### config.mk
export PLATFORM = sky130hd
export DESIGN_NAME = mtr_duty_ctrl
export DESIGN_NICKNAME = d
export VERILOG_FILES = /design/src/rtl/mtr_duty_ctrl.sv
export SDC_FILE = /design/constraint.sdc
export NUM_CORES = 1
export LEC_CHECK = 0
export BUFFER_PORTS_ARGS = -buffer_cell sky130_fd_sc_hd__buf_2
export CAP_MARGIN = 20
export CORE_ASPECT_RATIO = 0.8
export CORE_UTILIZATION = 57
export CTS_CLUSTER_DIAMETER = 40
export CTS_CLUSTER_SIZE = 12
export DETAILED_ROUTE_END_ITERATION = 6
export PLACE_DENSITY_LB_ADDON = 0.12
export SYNTH_ARGS = -nofsm -noshare
export SYNTH_HDL_FRONTEND = slang
export SYNTH_SLANG_ARGS = --single-unit
### constraint.sdc
create_clock -name clk -period 6.25 [get_ports clk]
set_input_delay 1.875 -clock clk [delete_from_list [all_inputs] [get_ports clk]]
set_output_delay 1.875 -clock clk [all_outputs]
set_load 0.01 [all_outputs]
### src/rtl/mtr_duty_ctrl.sv
// Motor duty controller: slew-limits the PWM duty toward a target, qualifies
// synchronized overcurrent events per PWM period and latches a shutdown fault.
module mtr_duty_ctrl #(
  parameter logic [10:0] SLEW_STEP = 11'd16,
  parameter logic [10:0] SAFE_DUTY = 11'h400,
  parameter logic [3:0]  OVR_LIMIT = 4'd10
) (
  input  logic        clk,
  input  logic        rst_n,
  input  logic        en,
  input  logic [10:0] duty_req,
  input  logic        PWM_synch,
  input  logic        ovr_I_blank,
  input  logic        OVR_I,
  input  logic        clr_fault,
  output logic [10:0] duty,
  output logic        fault,
  output logic        at_target
);

  typedef enum logic [1:0] {
    IDLE  = 2'd0,
    RUN   = 2'd1,
    FAULT = 2'd2
  } state_t;

  state_t state, next_state;

  logic        ovr_meta, ovr_sync;
  logic        ovr_seen;
  logic [3:0]  ovr_cnt;
  logic [3:0]  cnt_inc;
  logic        ovr_qual;
  logic        period_hit;
  logic        trip;

  logic [10:0] target;
  logic [11:0] duty_up, duty_dn;
  logic [10:0] duty_slewed;

  // Overcurrent qualification and trip detection.
  always_comb begin
    // NOTE: every signal gets a default before any branch so no latch is inferred.
    ovr_qual   = 1'b0;
    period_hit = 1'b0;
    cnt_inc    = ovr_cnt;
    trip       = 1'b0;

    ovr_qual   = ovr_sync & ~ovr_I_blank;
    // A qualifying event on the PWM_synch cycle itself still counts for the
    // period that is closing.
    period_hit = ovr_seen | ovr_qual;
    cnt_inc    = (ovr_cnt >= OVR_LIMIT) ? OVR_LIMIT : ovr_cnt + 4'd1;
    trip       = PWM_synch && (state != FAULT) && period_hit && (cnt_inc == OVR_LIMIT);
  end

  // Next-state logic; a trip outranks any en change in the same cycle.
  always_comb begin
    next_state = state;
    unique case (state)
      IDLE: begin
        if (trip)    next_state = FAULT;
        else if (en) next_state = RUN;
      end
      RUN: begin
        if (trip)     next_state = FAULT;
        else if (!en) next_state = IDLE;
      end
      FAULT: begin
        if (clr_fault && !en) next_state = IDLE;
      end
      default: next_state = IDLE;
    endcase
  end

  // Slew toward the effective target in 12 bits; bit 11 of the subtraction
  // is the borrow, so neither direction can wrap past the 11-bit range.
  always_comb begin
    target      = (state == RUN) ? duty_req : SAFE_DUTY;
    duty_up     = {1'b0, duty} + {1'b0, SLEW_STEP};
    duty_dn     = {1'b0, duty} - {1'b0, SLEW_STEP};
    duty_slewed = duty;

    if (target > duty) begin
      duty_slewed = (duty_up > {1'b0, target}) ? target : duty_up[10:0];
    end else if (target < duty) begin
      duty_slewed = (duty_dn[11] || (duty_dn[10:0] < target)) ? target : duty_dn[10:0];
    end

    at_target = (duty == target);
  end

  always_ff @(posedge clk or negedge rst_n) begin
    // NOTE: sequential state uses non-blocking assignments so every flop
    // samples pre-edge values regardless of block ordering.
    if (!rst_n) state <= IDLE;
    else        state <= next_state;
  end

  // Two-flop synchronizer for the asynchronous comparator output.
  always_ff @(posedge clk or negedge rst_n) begin
    if (!rst_n) begin
      ovr_meta <= 1'b0;
      ovr_sync <= 1'b0;
    end else begin
      ovr_meta <= OVR_I;
      ovr_sync <= ovr_meta;
    end
  end

  always_ff @(posedge clk or negedge rst_n) begin
    if (!rst_n) begin
      duty     <= SAFE_DUTY;
      fault    <= 1'b0;
      ovr_cnt  <= 4'd0;
      ovr_seen <= 1'b0;
    end else begin
      fault <= (next_state == FAULT);

      if (trip) begin
        // Shutdown bypasses the slew limiter.
        duty     <= SAFE_DUTY;
        ovr_cnt  <= OVR_LIMIT;
        ovr_seen <= 1'b0;
      end else if (state == FAULT) begin
        // Counter holds and events are ignored until a valid clear.
        if (next_state == IDLE) begin
          ovr_cnt  <= 4'd0;
          ovr_seen <= 1'b0;
        end
      end else if (PWM_synch) begin
        duty     <= duty_slewed;
        ovr_seen <= 1'b0;
        ovr_cnt  <= period_hit ? cnt_inc : 4'd0;
      end else if (ovr_qual) begin
        ovr_seen <= 1'b1;
      end
    end
  end

endmodule

* Yosys cells after proc, flatten, opt, wreduce, memory -nomap -nowiden *
Cells that the tools add are included.

operators by class
  multiplexer cells = 25
  eq/ne operators = 8
  bitwise operators = 3
  $add $sub $neg = 3
  magnitude comparators = 5
  reduce and logical (&&, ||, !) cells = 15

operators by type and width
  cell                                                       number
  2-to-1 mux 11 bit                                          8
  2-to-1 mux 4 bit                                           6
  < comparator 11 bit                                        2
  adder 11 x 5 -> 12 bit (second input constant)             1
  greater-than comparator 12 x 11 -> 1 bit                   1
  subtractor 11 x 5 -> 12 bit (second input constant)        1
  == test 11 bit                                             1
  greater-than comparator 11 bit                             1
  2-to-1 mux 2 bit                                           5
  case mux 2 bit (3 select lines)                            1
  nonzero test 3 bit                                         2
  2-to-1 mux 1 bit                                           5
  adder 4 x 1 -> 4 bit (second input constant)               1
  == test 2 bit (second input constant)                      2
  == test 4 bit (second input constant)                      1
  greater-or-equal comparator 4 bit (second input constant)  1
  logical AND 1 bit                                          4
  logical NOT 2 bit                                          2
  != test 2 bit (second input constant)                      2
  AND reduction 2 bit                                        2
  nonzero test 4 bit                                         1
  != test 3 x 2 -> 1 bit (second input constant)             1
  AND reduction 3 bit                                        1
  == test 2 x 1 -> 1 bit (second input constant)             1
  6 further kinds                                            6

storage, ports and cells
  word-level logic and storage cells = 66
  flip-flop bits (word level) = 21
  output and inout port bits = 13

* Longest topological paths before layout *
Gate-level depths: netlist of the first run.

  depth after elaboration = 11
  gate-level depth with buffers = 13
  gate-level depth less buffers = 11

* Worst setup path after synthesis of the first run *
No wires, ideal clock.

  path kind = input to output
  start point = input duty_req[10]
  end point = output at_target
  setup slack = 1.614 ns
  path buffers = 0
  arrival = 2.761 ns
  stages = 4
  cell sequence = nand2b_1 > ha_1 > and4_1 > and3_1

on the way
  word-level cells in the longest chain between the ends = 2

RTL lines
  item               line  text
  from (decl)        11    input logic [10:0] duty_req,
  2-to-1 mux 11 bit  79    target = (state == RUN) ? duty_req : SAFE_DUTY;
  == test 11 bit     90    at_target = (duty == target);
  to (decl)          18    output logic at_target

No other way between the ends.

* Worst setup path after layout of the first run *
Same ends and word-level chain as after synthesis.

==> out/metrics.yaml, run 1 <==
synthesis:
  synth_area_per_cell_um2: 8.39
  synth_warnings: 0
  yosysTopAreaCellShare_pct: 24.9
  synth_cell_types: 51
  synth_top_family_by_area: "simple AND/OR/NAND/NOR gates"
  seq_area_frac_synth_pct: 26.2
  synth_top_area_cell: "dfrtp_1"
  synthArstFlopShare_pct: 100
  netlist_area_um2: 2010
  synth_edf_count: 0
  ys_top_cells_by_count: "32 x ha_1, 32 x nand2_1, 28 x inv_1, 20 x dfrtp_1, 13 x nand3_1"
  synth-simple-area-share_pct: 20.8
  muxShareOfSynthArea_pct: 1.12
  synth_compound_area_share_pct: 20.6
  ys.flop_type: "dfrtp_1"
  syn_inst: 240
  synthAdderAreaFrac_pct: 19.9
  synth_fp_nets: 290
  synth-xor-area-share_pct: 4.79
  synth_area_leaders: "dfrtp_1 25%, ha_1 20%, nand2_1 6.0%"
  ys_ff_latch: 21
cells_and_area:
  fillCellCount: 290
  nNetsFinal: 320
  drive_above_1_share_pct: 16.0
  final_cell_area_um2: 2240
  antennaDiodeCount: 0
  layoutNonFillerInstCount: 309
  multi_input_area_um2: 1350
  register_area_um2: 527
  area_growth_pct: 11.2
setup_path:
  reg2reg_slack_ps: 2290
  crit_top_cell: "buf_2"
  worstPathMaxFanout: 3
  path_class: "in2out"
  slowest_stage: "ha_1"
  crit_required_ps: 4380
  cp-start-kind: "primary input"
  endpoint_kind: "output pin"
  arrival_ps: 3100
  max_stage_delay_ps: 340
  path_cells: "buf_2, nand2b_1, ha_1, and4_1, and3_1, buf_2"
job:
  maxCapViolCount: 0
floorplan:
  pin_count: 31
  start_util_pct: 62.5
  dieArea_um2: 3780
  num_rows: 18
  die_y_um: 55.2
  die_x_um: 68.4
  core-area_um2: 3220
run_status:
  run_status: "completed"
cts:
  root_buffer: "clkbuf_8"
  cts.sinks: 21
  clkLatencyLatePin_ps: 260
  cts_setup_buffers: 0
  cts_buffers: 3
  cts_tree: "yes"
  clk_path_buf_depth: 2
  cts_resized: 0
  cts_max_level: 1
  cts_hold_buf: 0
  clk_pin_slew_ps: 80
routing:
  drtAntennaViolNets: 0
  finalWirelength_um: 4910
  drc: 0
  wl_met2_um: 2250
  wl_met3_um: 246
  via_per_inst: 6.04
  vias: 1866
  top_layer_used: "met4"
  avgRoutedWirePerCell_um: 15.9
  wl_met1_um: 2360
  drt-initial-drc-count: 148
  drtPass1Iterations: 4
place:
  placedCellCount: 305
  place_ws_ps: 1280
  place_hpwl_um: 3870
  placed_area_um2: 2190
  port_buffers: 30
  routabilityCongestion: 0.890
global_route:
  grt_pass1_vias: 1769
  grt_pass1_wl_um: 8050
  grt_overflow: 0
  grtUsageTotal_pct: 29.4
  antenna_found_initial: 0
  grt_max_degree: 22
sta:
  maxSlewHeadroom_pct: 35.0
  timing.final.hold_violations: 0
  tightest_slew_ps: 975
  clock_skew_ps: 2.32
  setup_viol: 0
  period_share_pct: 79.6
  tns_ps: 0
  period_minus_slack_ps: 4970
  slew_violations: 0
  fmax_ghz: 0.201
  rsz0062_at_grt: "no"
  setup_ws_ps: 1280
pwr:
  leakagePower_nw: 1.16
  p_per_area_nw_per_um2: 473
  vdd_drop_max_mv: 0.282
worst_hold_path:
  hold_path.class: "reg2reg"
[metrics by stage]
step | utilization (%) | hold WS (ps) | total power [mW]
global placement | 68.1 | 335 | 0.933
finish | 69.5 | 364 | 1.06
global route | 69.5 | 377 | 1.16
floorplan | - | 331 | 0.761
detailed placement | 68.1 | 346 | 0.950
CTS | 69.5 | 365 | 1.05
[worst max-delay path: cells and delay by family]
family                   cells  cell delay [ps]
adder cells (fa/ha/maj)      1              340
buffers and inverters        2              240
AND/OR/NAND/NOR              3              640
[routing by layer]
metal	GRT usage, %	up-vias
met3	5.94	8
met2	46.9	51
met4	6.25	0
li1	-	922
met1	40.9	885
met5	0	-
[final timing paths]
path | start | depth (start not counted) | to
max | duty_req[10] | 6 | at_target
min | ovr_meta | 0 | ovr_sync
max reg2reg | state[1] | 11 | duty[3]
min reg2reg | ovr_meta | 0 | ovr_sync
max in group asynchronous | rst_n | 1 | duty[10]
min in group asynchronous | rst_n | 1 | duty[9]
[cells by family after synthesis]
logic type      count (synthesis)
simple gates                   81
compound gates                 59
buf+inv                        34
fa+ha+maj                      32
flops                          21
xor+xnor                       11
mux                             2
[registers in the layout, summed over array words and instances (netlist names)]
signal / flops
fault: 1
ovr_seen: 1
ovr_sync: 1
state: 2
ovr_cnt: 4
ovr_meta: 1
duty: 11
[final cells by class]
| cell class | instances | area share (%) |
|---|---|---|
| sequential | 21 | 23.5 |
| clock inverter | 1 | 0.223 |
| multi-input combinational | 185 | 60.4 |
| timing repair buffer | 31 | 7.04 |
| clock buffer | 3 | 1.84 |
| tap | 40 | 2.23 |
| inverter | 28 | 4.69 |
[placed cells by master, fill, tap and decap left out, drive strengths merged, types with 2 or more instances in the layout]
master	instances
nand2	32
ha	32
buf	31
inv	28
dfrtp	20
nand3	13
o21ai	11
nor3	10
a21oi	9
o211ai	9
xnor2	8
a21o	6
nor2	5
xor2	3
nor2b	3
nand2b	3
o221ai	3
clkbuf	3
a211oi	3
o31ai	2
a31oi	2
mux2	2
and3	2
a211o	2
o21a	2
nor4b	2
o2111ai	2
nor4	2
and3b	2
[report_power, final]
group / leakage, nW / switching [mW] / total [mW] / internal [mW]
Sequential: 0.267 / 0.0563 / 0.232 / 0.176
Clock: 0.0255 / 0.0466 / 0.0911 / 0.0445
Combinational: 0.872 / 0.434 / 0.736 / 0.302
Total: 1.16 / 0.537 / 1.06 / 0.523
Note: power is estimated with default switching activity, not from simulation.
==> run 2: changes to the inputs <==
--- a/config.mk
+++ b/config.mk
@@ -8,7 +8,7 @@
 export BUFFER_PORTS_ARGS = -buffer_cell sky130_fd_sc_hd__buf_2
 export CAP_MARGIN = 20
 export CORE_ASPECT_RATIO = 0.8
-export CORE_UTILIZATION = 57
+export CORE_UTILIZATION = 52
 export CTS_CLUSTER_DIAMETER = 40
 export CTS_CLUSTER_SIZE = 12
 export DETAILED_ROUTE_END_ITERATION = 6
==> constraint.sdc (replaced) <==
create_clock -name clk -period 4.25 [get_ports clk]
set_input_delay 1.275 -clock clk [delete_from_list [all_inputs] [get_ports clk]]
set_output_delay 1.275 -clock clk [all_outputs]
set_load 0.01 [all_outputs]
==> run 2 against run 1 <==
  * Worst setup slack lost 790 ps
  * Clock skew grew 11 ps
  * Sequential power grew 48%
  * Critical path type unchanged
  * Sequential share of layout area shrank 0.26 points
  * Critical endpoint unchanged
  * Flip-flop and latch count is the same
  * Final cell count grew 1.6%
  * Clock-buffer cell count is the same
  * Non-clock buffer count grew 3
  * Wire length grew 2.4%
  * Register-to-register slack lost 1500 ps
==> out/metrics.yaml, run 2 (same netlist as run 1, synthesis figures left out) <==
cells_and_area:
  largest_register_ff_count: 11  # unchanged
  top_register: "duty"  # unchanged
  area_growth_pct: 12.5  # was 11.2%
  layoutNonFillerInstCount: 314  # was 309
  mostFrequentLayoutCells: "32 x nand2_1, 32 x ha_1, 30 x buf_2"  # unchanged
  nNetsFinal: 323  # was 320
  antennaDiodeCount: 0  # unchanged
  reg.largest.list: "duty x11, ovr_cnt x4, state x2"  # unchanged
  drive_above_1_share_pct: 16.9  # was 16.0%
  fillCellCount: 320  # was 290
global_route:
  grt_pass1_wl_um: 8540  # was 8050 um
  grt_pass1_vias: 1794  # was 1769
  grtUsageTotal_pct: 26.7  # was 29.4%
  grt_max_degree: 22  # unchanged
  grt_overflow: 0  # unchanged
  antenna_found_initial: 0  # unchanged
setup_path:
  reg2reg_slack_ps: 840  # was 2290 ps
  max_stage_delay_ps: 310  # was 340 ps
  worstPathMaxFanout: 3  # unchanged
  path_cells: "buf_2, nand2b_1, ha_1, and4_1, and3_1, buf_2"  # unchanged
  crit_family: "simple AND/OR/NAND/NOR gates"  # unchanged
  path_class: "in2out"  # unchanged
  endpoint_kind: "output pin"  # unchanged
  critPathBufInv: 2  # unchanged
  cp-start-kind: "primary input"  # unchanged
  crit_required_ps: 2970  # was 4380 ps
  arrival_ps: 2480  # was 3100 ps
  crit_top_cell: "buf_2"  # unchanged
  slowest_stage: "ha_1"  # unchanged
routing:
  via_per_inst: 6.03  # was 6.04
  drtAntennaViolNets: 0  # unchanged
  drtPass1Iterations: 4  # unchanged
  drt-initial-drc-count: 140  # was 148
  vias: 1892  # was 1866
  finalWirelength_um: 5030  # was 4910 um
  drc: 0  # unchanged
  avgRoutedWirePerCell_um: 16.0  # was 15.9 um
pwr:
  total_power_mw: 1.57  # was 1.06 mW
  leakagePower_nw: 1.18  # was 1.16 nW
  vdd_drop_max_mv: 0.320  # was 0.282 mV
  p_per_area_nw_per_um2: 694  # was 473 nW/um^2
sta:
  tns_ps: 0  # unchanged
  period_share_pct: 88.4
  holdWs_ps: 357  # was 364 ps
  maxSlewHeadroom_pct: 37.9  # was 35.0%
  setup_viol: 0  # unchanged
  fmax_ghz: 0.266
  period_minus_slack_ps: 3760
  timing.final.hold_violations: 0  # unchanged
  rsz0062_at_grt: "no"  # unchanged
  slew_violations: 0  # unchanged
  clock_skew_ps: 13.4  # was 2.32 ps
  tightest_slew_ps: 932  # was 975 ps
cts:
  cts_buffers: 3  # unchanged
  cts_max_level: 1  # unchanged
  clk_pin_slew_ps: 80  # about the same
  root_buffer: "clkbuf_8"  # unchanged
  cts_hold_buf: 0  # unchanged
  cts.sinks: 21  # unchanged
  clkLatencyLatePin_ps: 270  # was 260 ps
  cts_resized: 0  # unchanged
  clk_path_buf_depth: 2  # unchanged
  cts_tree: "yes"  # unchanged
  cts_setup_buffers: 0  # unchanged
job:
  maxCapViolCount: 0  # unchanged
place:
  placedCellCount: 310  # was 305
  port_buffers: 30  # unchanged
  routabilityCongestion: 0.890  # about the same
  place_hpwl_um: 3930  # was 3870 um
run_status:
  run_status: "completed"  # unchanged
floorplan:
  pin_count: 31  # unchanged
  start_util_pct: 56.5  # was 62.5%
  num_rows: 19  # was 18
  die_y_um: 57.7  # was 55.2 um
  die_x_um: 71.6  # was 68.4 um
  dieArea_um2: 4130  # was 3780 um^2
  core-area_um2: 3570  # was 3220 um^2
worst_hold_path:
  hold_path.class: "reg2reg"  # unchanged
[run 2: power by group]
group          leakage (nW)  switching (mW)  internal [mW]
registers             0.267          0.0852          0.259
clock network        0.0255          0.0737         0.0656
logic                 0.887           0.629          0.460
total                  1.18           0.787          0.785
[run 2: final cells by class]
type	count	area, um^2	area share (%)
timing repair buffer	34	180	7.96
clock inverter	1	5.00	0.221
inverter	28	105	4.64
multi-input combinational	185	1350	59.8
clock buffer	3	41.3	1.82
sequential	21	527	23.3
tap	42	52.6	2.32
[run 2: final timing paths]
path | from | endpoint | cells past startpoint
setup / recovery | duty_req[10] | at_target | 6
hold / removal | ovr_meta | ovr_sync | 0
setup reg to reg | state[1] | duty[6] | 11
max in group asynchronous | rst_n | duty[10] | 1
hold reg to reg | ovr_meta | ovr_sync | 0
min in group asynchronous | rst_n | duty[9] | 1
[run 2: through the flow]
stage	utilization [%]	worst slack (ps)	area (um^2)
after global placement	62.2	325	2220
after detailed placement	62.2	319	2220
after CTS	63.5	503	2260
final	63.5	493	2260
after global routing	63.5	349	2260
after floorplan	-	688	2010
[run 2: metal layers]
layer | global-route usage, % | vias to the layer above | share of wire (%)
li1 | - | 937 | -
met1 | 38.9 | 876 | 49
met2 | 40.3 | 72 | 43
met3 | 6.09 | 7 | 6.7
met4 | 7.28 | 0 | 1.1
met5 | 0 | - | 0
[run 2: worst register-to-register path: stages, from the launching register on]
cell and delay (ps):
dfrtp_1 450, nor2b_1 140, buf_4 210, and2_1 230
ha_1 270, and3b_4 210, a221o_1 370, a211oi_2 260
or2_2 180, or4b_1 600, o221ai_1 250, o21ai_1 110
